File: src/rtl/ascii_msg_receiver.sv
// Checks a looping ASCII message stream ("Guatemala" or "QQuetza" by mode), one byte per rx_valid cycle.
// Status is registered: results appear the cycle after the sampling edge. There is no backpressure.
module ascii_msg_receiver #(
    parameter int CNT_W = 8
) (
    input  logic             clk,
    input  logic             rst_n,
    input  logic [1:0]       mode,
    input  logic [7:0]       rx_data,
    input  logic             rx_valid,
    output logic             locked,
    output logic             msg_done,
    output logic [3:0]       char_idx,
    output logic [CNT_W-1:0] msg_count,
    output logic [CNT_W-1:0] err_count
);

    typedef enum logic {
        HUNT = 1'b0,
        SYNC = 1'b1
    } state_t;

    localparam logic [CNT_W-1:0] CNT_ONE = {{(CNT_W-1){1'b0}}, 1'b1};
    localparam logic [CNT_W-1:0] CNT_MAX = {CNT_W{1'b1}};

    state_t           r_state;
    state_t           w_state_nxt;
    logic             r_mode_q;
    logic             r_mode_init;
    logic             w_mode_q_nxt;
    logic             w_mode_cls;
    logic             w_mode_eff;
    logic [3:0]       r_idx;
    logic [3:0]       w_idx_nxt;
    logic [3:0]       w_idx_last;
    logic             r_done;
    logic             w_done_nxt;
    logic [CNT_W-1:0] r_msg_cnt;
    logic [CNT_W-1:0] w_msg_cnt_nxt;
    logic [CNT_W-1:0] r_err_cnt;
    logic [CNT_W-1:0] w_err_cnt_nxt;
    logic [7:0]       w_exp_byte;
    logic [7:0]       w_first_byte;

    // Message ROM: is_b selects "QQuetza", otherwise "Guatemala".
    function automatic logic [7:0] msg_byte(input logic is_b, input logic [3:0] idx);
        logic [7:0] b;
        b = 8'h00;
        if (is_b) begin
            case (idx)
                4'd0:    b = 8'h51;
                4'd1:    b = 8'h51;
                4'd2:    b = 8'h75;
                4'd3:    b = 8'h65;
                4'd4:    b = 8'h74;
                4'd5:    b = 8'h7A;
                4'd6:    b = 8'h61;
                default: b = 8'h00;
            endcase
        end else begin
            case (idx)
                4'd0:    b = 8'h47;
                4'd1:    b = 8'h75;
                4'd2:    b = 8'h61;
                4'd3:    b = 8'h74;
                4'd4:    b = 8'h65;
                4'd5:    b = 8'h6D;
                4'd6:    b = 8'h61;
                4'd7:    b = 8'h6C;
                4'd8:    b = 8'h61;
                default: b = 8'h00;
            endcase
        end
        return b;
    endfunction

    // Class 1 = message B (modes 01/10). Until the first post-reset edge the live
    // mode stands in for mode_q, so the register never needs a data-dependent reset value.
    assign w_mode_cls   = mode[1] ^ mode[0];
    assign w_mode_eff   = r_mode_init ? r_mode_q : w_mode_cls;
    assign w_idx_last   = w_mode_eff ? 4'd6 : 4'd8;
    assign w_exp_byte   = msg_byte(w_mode_eff, r_idx);
    assign w_first_byte = msg_byte(w_mode_eff, 4'd0);

    always_comb begin
        w_state_nxt   = r_state;
        w_idx_nxt     = r_idx;
        w_done_nxt    = 1'b0;
        w_msg_cnt_nxt = r_msg_cnt;
        w_err_cnt_nxt = r_err_cnt;
        w_mode_q_nxt  = w_mode_eff;
        if (w_mode_cls != w_mode_eff) begin
            w_state_nxt  = HUNT;
            w_idx_nxt    = 4'd0;
            w_mode_q_nxt = w_mode_cls;
        end else if (rx_valid) begin
            if (rx_data == w_exp_byte) begin
                if (r_idx == w_idx_last) begin
                    w_idx_nxt     = 4'd0;
                    w_done_nxt    = 1'b1;
                    w_state_nxt   = SYNC;
                    w_msg_cnt_nxt = (r_msg_cnt == CNT_MAX) ? r_msg_cnt : r_msg_cnt + CNT_ONE;
                end else begin
                    w_idx_nxt = r_idx + 4'd1;
                end
            end else begin
                // "QQQ" still ends in the "QQ" prefix, so B keeps its two matched bytes.
                if (w_mode_eff && (r_idx == 4'd2) && (rx_data == 8'h51)) begin
                    w_idx_nxt = 4'd2;
                end else if (rx_data == w_first_byte) begin
                    w_idx_nxt = 4'd1;
                end else begin
                    w_idx_nxt = 4'd0;
                end
                if (r_state == SYNC) begin
                    w_state_nxt   = HUNT;
                    w_err_cnt_nxt = (r_err_cnt == CNT_MAX) ? r_err_cnt : r_err_cnt + CNT_ONE;
                end
            end
        end
    end

    always_ff @(posedge clk or posedge rst_n) begin
        if (rst_n) begin
            r_state     <= HUNT;
            r_idx       <= 4'd0;
            r_done      <= 1'b0;
            r_msg_cnt   <= '0;
            r_err_cnt   <= '0;
            r_mode_q    <= 1'b0;
            r_mode_init <= 1'b0;
        end else begin
            r_state     <= w_state_nxt;
            r_idx       <= w_idx_nxt;
            r_done      <= w_done_nxt;
            r_msg_cnt   <= w_msg_cnt_nxt;
            r_err_cnt   <= w_err_cnt_nxt;
            r_mode_q    <= w_mode_q_nxt;
            r_mode_init <= 1'b1;
        end
    end

    assign locked    = (r_state == SYNC);
    assign msg_done  = r_done;
    assign char_idx  = r_idx;
    assign msg_count = r_msg_cnt;
    assign err_count = r_err_cnt;

endmodule

File: config.mk
export PLATFORM = sky130hd
export DESIGN_NAME = ascii_msg_receiver
export DESIGN_NICKNAME = d
export VERILOG_FILES = /design/src/rtl/ascii_msg_receiver.sv
export SDC_FILE = /design/constraint.sdc
export NUM_CORES = 1
export LEC_CHECK = 0
export CORE_ASPECT_RATIO = 0.5
export CORE_UTILIZATION = 57
export CTS_CLUSTER_SIZE = 28
export DETAILED_ROUTE_END_ITERATION = 8
export DONT_BUFFER_PORTS = 1
export PLACE_DENSITY = 0.75
export SETUP_SLACK_MARGIN = 0.2
export SKIP_CTS_REPAIR_TIMING = 1
export SYNTH_ARGS = -nofsm -noshare
export SYNTH_HDL_FRONTEND = slang
export SYNTH_SLANG_ARGS = --single-unit
File: constraint.sdc
create_clock -name clk -period 3 [get_ports clk]
set_input_delay 0.6 -clock clk [delete_from_list [all_inputs] [get_ports clk]]
set_output_delay 0.6 -clock clk [all_outputs]
set_load 0.03 [all_outputs]
==> impl_metrics.py, run 1 <==
metrics = {
    "timing": {
        "setup_violations": 15,
        "worst_slack_ns": -0.0765,
        "period_minus_slack_ns": 3.08,
        "setup_tns_ns": -0.474,
        "finClkSkew_ns": 0.00359,
        "slew_violations": 0,
        "grt_setup_unrepaired": "true",
        "hold_viol": 0,
        "worst-slew-pin-transition_ns": 0.888,
        "max_freq_ghz": 0.325,
        "relSlewSlack": 0.407,
        "layout_worst_path_cycle_share": 1.03,
    },
    "die": {
        "rows": 13,
        "coreArea_um2": 2730,
        "die-area_um2": 3290,
        "num_io_pins": 35,
        "die_w_um": 80.1,
        "die_h_um": 41.1,
        "initial_core_util": 0.636,
    },
    "pwr": {
        "power_frac_comb": 0.125,
        "power.density_nw_per_um2": 328,
        "irDropWorstVdd_mv": 0.441,
        "netSwitchingFraction": 0.225,
        "power.switching_mw": 0.158,
        "pwr-share-seq": 0.478,
        "clockPowerShare": 0.397,
        "power.leakage_nw": 0.941,
        "power.internal_mw": 0.544,
    },
    "synth": {
        "yosysWarnings": 0,
        "syn_area_per_cell_um2": 9.11,
        "synthFlopType": "dfrtp_1",
        "ys_seq_area_frac": 0.345,
        "synth_cells": 191,
        "synth_top_area_cell": "dfrtp_1",
        "synth-seq-cells": 24,
        "ys_types": 47,
        "synthTopCellsByArea": "dfrtp_1, ha_1, xor2_1, xnor2_1, nand3_1",
        "synth.top_cell.area_share": 0.345,
        "syn_area_um2": 1740,
        "synthArstFlopShare": 1.00,
        "synth_nets": 214,
        "synth_edf_count": 0,
    },
    "grt": {
        "grt_pass1_vias": 1307,
        "top_usage_layer": "met2",
        "antenna_found_initial": 0,
        "grt_use_met1": 0.332,
        "grt_pass1_wl_um": 6040,
        "use_met3": 0.0489,
        "met2_usage": 0.442,
        "grt_overflow": 0,
        "track_usage": 0.253,
        "grt_start_max_net_pins": 25,
    },
    "finish": {
        "regArea_um2": 604,
        "antenna_cells": 0,
        "fin_nets": 234,
        "final_cell_mix": "dfrtp_1, buf_4, nor2_1, nand3_1",
        "final_common_cell": "dfrtp_1",
        "final_cells": 247,
        "drive_gt1_frac": 0.252,
        "area_delta_synth_final_pct": 23.2,
        "fill_cells": 185,
        "fin_area_um2": 2140,
        "multi_input_area_um2": 1160,
    },
    "worst_setup_path": {
        "endpoint_kind": "flop",
        "timing_worst_setup_path_type": "reg2reg",
        "crit_path_start_kind": "flop",
        "path_max_fanout": 6,
        "critPathArrivalTime_ns": 3.23,
        "crit_required_ns": 3.16,
    },
    "place": {
        "dpl-instance-area_um2": 1870,
        "gp_congestion": 0.889,
        "pre_cts_slack_ns": -0.0445,
        "io_buffers": 0,
        "hpwlAfterDp_um": 2960,
        "place_inst": 233,
    },
    "job": {
        "maxCapViolCount": 0,
    },
    "clock_network": {
        "numCtsBuffers": 3,
        "cts_max_level": 1,
        "root_buffer": "clkbuf_8",
        "cts_tree": "yes",
        "cts_sinks": 24,
        "clk_pin_slew_ns": 0.08,
        "clockBufferDepth": 2,
        "clock_latency_ns": 0.27,
    },
    "run_status": {
        "failed_checks": "negative setup slack",
        "status": "complete, but fails checks",
    },
    "detailed_routing": {
        "vias": 1590,
        "wl_um": 4500,
        "drc": 0,
        "routedWlPerCell_um": 18.2,
        "first_pass_iters": 4,
        "vias_per_cell": 6.44,
        "drt-initial-drc-count": 107,
        "ant_nets": 0,
    },
    "min_path": {
        "hold_class": "in2async",
    },
}
[power by group through the flow]
| stage | Combinational [mW] | Clock, mW | Sequential (mW) |
|---|---|---|---|
| 6_report | 0.0877 | 0.279 | 0.336 |
| 5_1_grt | 0.0943 | 0.294 | 0.336 |
| 4_1_cts | 0.0813 | 0.285 | 0.335 |
| 3_5_place_dp | 0.0805 | 0 | 0.342 |
| 3_3_place_gp | 0.0792 | 0 | 0.341 |
| 2_1_floorplan | 0.0634 | 0 | 0.340 |
[state kept, by name, summed over array words and instances (netlist names)]
signal / flops
err_count: 8
msg_count: 8
char_idx: 4
locked: 1
msg_done: 1
r_mode_init: 1
r_mode_q: 1
[final timing paths]
| path | from | end | slack, ns | cells after the start |
|---|---|---|---|---|
| worst max register to register | char_idx[0] | msg_count[1] | -0.08 | 11 |
| worst min register to register | char_idx[2] | char_idx[2] | 0.68 | 2 |
| worst max-delay path | char_idx[0] | msg_count[1] | -0.08 | 11 |
| worst min-delay path | rst_n | msg_count[2] | 0.41 | 1 |
| min in group clk | rx_valid | char_idx[0] | 0.44 | 1 |
| max in group asynchronous | rst_n | char_idx[0] | 1.99 | 1 |
[metrics by stage]
| step | total power [mW] | utilization | hold WS, ns |
|---|---|---|---|
| final | 0.702 | 0.784 | 0.407 |
| after global routing | 0.725 | 0.784 | 0.429 |
| after CTS | 0.702 | 0.710 | 0.428 |
| after detailed placement | 0.422 | 0.684 | 0.645 |
| after global placement | 0.421 | 0.684 | 0.636 |
| after floorplan | 0.404 | - | 0.614 |
[Yosys cell counts (2+ instances only)]
cell type	number
o21ai_0	4
nor4b_1	2
nor3_1	8
inv_1	10
nor2b_1	2
ha_1	10
nor2_1	16
nand2_1	10
o32a_1	2
a21oi_1	6
nand2b_1	3
and3_1	5
and2_1	5
mux2i_1	5
nor4_1	7
buf_6	2
a31oi_1	2
o21a_1	2
mux2_1	4
nand3_1	12
xor2_1	10
o221a_1	2
nand4_1	5
dfrtp_1	24
o31ai_1	2
clkbuf_1	4
xnor2_1	7
[area by class of cell]
class / instances / area share
Tap cell: 37 / 0.0216
Clock inverter: 1 / 0.0140
Inverter: 11 / 0.0228
Multi-Input combinational cell: 148 / 0.544
Timing Repair Buffer: 23 / 0.0964
Clock buffer: 3 / 0.0193
Sequential cell: 24 / 0.282
[layer usage]
layer / wire length (um) / up-vias / share of wire
met5: 0 / - / 0
met2: 2170 / 62 / 0.48
met4: 54 / 0 / 0.012
met3: 240 / 11 / 0.053
li1: - / 733 / -
met1: 2040 / 784 / 0.45
[critical path: stages (launching register included)]
cell and delay (ns):
dfrtp_2 0.48, inv_4 0.08, ha_4 0.18, nor2_4 0.14
o211ai_1 0.12, o221a_1 0.28, xor2_1 0.15, or4b_4 0.52
nor4_4 0.39, buf_12 0.17, and2_4 0.15, mux2_4 0.30
[kinds of logic after synthesis]
logic type                 after synthesis  synth area share
AOI/OAI and AO/OA                       30             0.126
xor gates and xnor gates                18            0.0950
adders and majority gates               10            0.0719
buffers and inverters                   19            0.0504
DFF                                     24             0.345
muxes                                    9            0.0547
other                                    1           0.00216
and+or+nand+nor                         80             0.255
(Power assumes the default switching activity.)
==> inputs of run 2 (changes only) <==
--- a/config.mk
+++ b/config.mk
@@ -5,11 +5,12 @@
 export SDC_FILE = /design/constraint.sdc
 export NUM_CORES = 1
 export LEC_CHECK = 0
+export ABC_CLOCK_PERIOD_IN_PS = 3000
 export CORE_ASPECT_RATIO = 0.5
-export CORE_UTILIZATION = 57
+export CORE_MARGIN = 2
+export CORE_UTILIZATION = 46
 export CTS_CLUSTER_SIZE = 28
 export DETAILED_ROUTE_END_ITERATION = 8
-export DONT_BUFFER_PORTS = 1
 export PLACE_DENSITY = 0.75
 export SETUP_SLACK_MARGIN = 0.2
 export SKIP_CTS_REPAIR_TIMING = 1
==> run 2 against run 1 <==
  * The run still ends with negative setup slack left
  * Core utilization down 5.3 points
  * Worst hold slack improved by 0.076 ns
  * Combinational power increased by 37%
  * Cell count is 23% higher
  * First-iteration DRC count decreased by 35%
  * Via count is 6.2% higher
  * Clock-buffer cell count is 1 higher
  * Sequential cell count stayed put
  * Critical path type unchanged
  * Critical endpoint is now char_idx[0]
  * Highest routed layer unchanged
==> impl_metrics.py, run 2 (synthesis gave the netlist of run 1 again) <==
metrics = {
    "job": {
        "maxCapViolCount": 0,
    },
    "die": {
        "initial_core_util": 0.493,
        "die_h_um": 47.5,
        "coreArea_um2": 3530,
        "die-area_um2": 4320,
        "rows": 15,
        "num_io_pins": 35,
        "die_w_um": 91.0,
    },
    "finish": {
        "fin_nets": 277,
        "final_cells": 304,
        "antenna_cells": 0,
        "area_delta_synth_final_pct": 48.3,
        "final_common_cell": "clkdlybuf4s50_1",
        "fin_area_um2": 2580,
        "fill_cells": 258,
        "final_cell_mix": "clkdlybuf4s50_1, buf_4, dfrtp_1, nor2_1",
        "drive_gt1_frac": 0.265,
    },
    "worst_setup_path": {
        "cpMostUsedCell": "mux2i_1",
        "worst_path_max_delay_cell": "or4b_4",
        "endpoint_kind": "flop",
        "path_max_fanout": 6,
        "timing_worst_setup_path_type": "reg2reg",
        "crit_path_start_kind": "flop",
        "critPathArrivalTime_ns": 3.22,
        "crit_required_ns": 3.14,
        "path_cells": "inv_4 > ha_4 > inv_1 > a221oi_2 > mux2i_1 > xnor2_1 > or4b_4 > nor4_4 > buf_4 > buf_6 > mux2i_1 > o31ai_1",
        "slowest_delay_ns": 0.55,
    },
    "clock_network": {
        "cts_sinks": 24,
        "clock_latency_ns": 0.26,
        "clk_pin_slew_ns": 0.08,
        "clockBufferDepth": 2,
        "numCtsBuffers": 3,
        "cts_tree": "yes",
        "root_buffer": "clkbuf_8",
        "cts_max_level": 1,
    },
    "place": {
        "dpl-instance-area_um2": 2240,
        "io_buffers": 34,
        "gp_congestion": 0.873,
        "hpwlAfterDp_um": 3060,
        "place_inst": 284,
        "pre_cts_slack_ns": -0.420,
    },
    "timing": {
        "setup_violations": 17,
        "period_minus_slack_ns": 3.08,
        "finClkSkew_ns": 0.00134,
        "setup_tns_ns": -0.672,
        "worst-slew-pin-transition_ns": 0.540,
        "whs_ns": 0.484,
        "worst_slack_ns": -0.0827,
        "relSlewSlack": 0.639,
        "slew_violations": 0,
        "max_freq_ghz": 0.324,
        "hold_viol": 0,
        "layout_worst_path_cycle_share": 1.03,
        "grt_setup_unrepaired": "true",
    },
    "detailed_routing": {
        "first_pass_iters": 4,
        "vias_per_cell": 5.56,
        "ant_nets": 0,
        "drc": 0,
        "routedWlPerCell_um": 15.3,
        "drt-initial-drc-count": 70,
        "vias": 1689,
        "wl_um": 4660,
    },
    "grt": {
        "grt_overflow": 0,
        "antenna_found_initial": 0,
        "grt_pass1_vias": 1417,
        "track_usage": 0.191,
        "grt_start_max_net_pins": 25,
        "grt_pass1_wl_um": 6440,
    },
    "run_status": {
        "failed_checks": "negative setup slack",
        "status": "complete, but fails checks",
    },
    "pwr": {
        "power.leakage_nw": 1.12,
        "irDropWorstVdd_mv": 0.311,
        "power.density_nw_per_um2": 259,
    },
    "min_path": {
        "hold_class": "reg2reg",
    },
}
run 2: worst max-delay path, delay by kind of cell, from the launching register on:
| family | cells | cell delay [ns] |
|---|---|---|
| simple gates | 2 | 0.96 |
| mux | 2 | 0.32 |
| xor+xnor | 1 | 0.14 |
| compound gates | 2 | 0.38 |
| buf+inv | 4 | 0.50 |
| flops | 1 | 0.49 |
| fa+ha+maj | 1 | 0.17 |
run 2: final cells by class:
cell class	count	area [um2]	share of cell area
Tap cell	51	63.8	0.0247
Multi-Input combinational cell	148	1220	0.471
Clock buffer	4	55.1	0.0213
Sequential cell	24	604	0.234
Inverter	11	46.3	0.0179
Timing Repair Buffer	66	594	0.230
run 2: power by group:
group / internal (mW) / switching (mW) / leakage, nW
clock network: 0.117 / 0.0978 / 0.0288
logic: 0.0595 / 0.0608 / 0.762
registers: 0.327 / 0.00548 / 0.325
run 2: worst paths after layout:
check	startpoint	to	slack, ns	cells past startpoint
setup / recovery	char_idx[0]	char_idx[0]	-0.08	12
hold / removal	err_count[5]	err_count[5]	0.48	1
setup reg to reg	char_idx[0]	char_idx[0]	-0.08	12
hold reg to reg	err_count[5]	err_count[5]	0.48	1
max in group asynchronous	rst_n	char_idx[2]	2.07	3
min in group asynchronous	rst_n	r_mode_q	0.67	3
run 2: per-stage QoR:
step,util,power [mW]
global placement,0.634,0.450
detailed placement,0.634,0.451
floorplan,-,0.404
CTS,0.649,0.664
finish,0.731,0.667
global route,0.731,0.693
run 2: routing by layer:
| layer | track usage | up-vias | share of wire |
|---|---|---|---|
| met5 | 0 | - | 0 |
| met4 | 0.0545 | 0 | 0.0086 |
| met1 | 0.252 | 823 | 0.45 |
| met3 | 0.0378 | 6 | 0.042 |
| met2 | 0.336 | 40 | 0.50 |
| li1 | - | 820 | - |
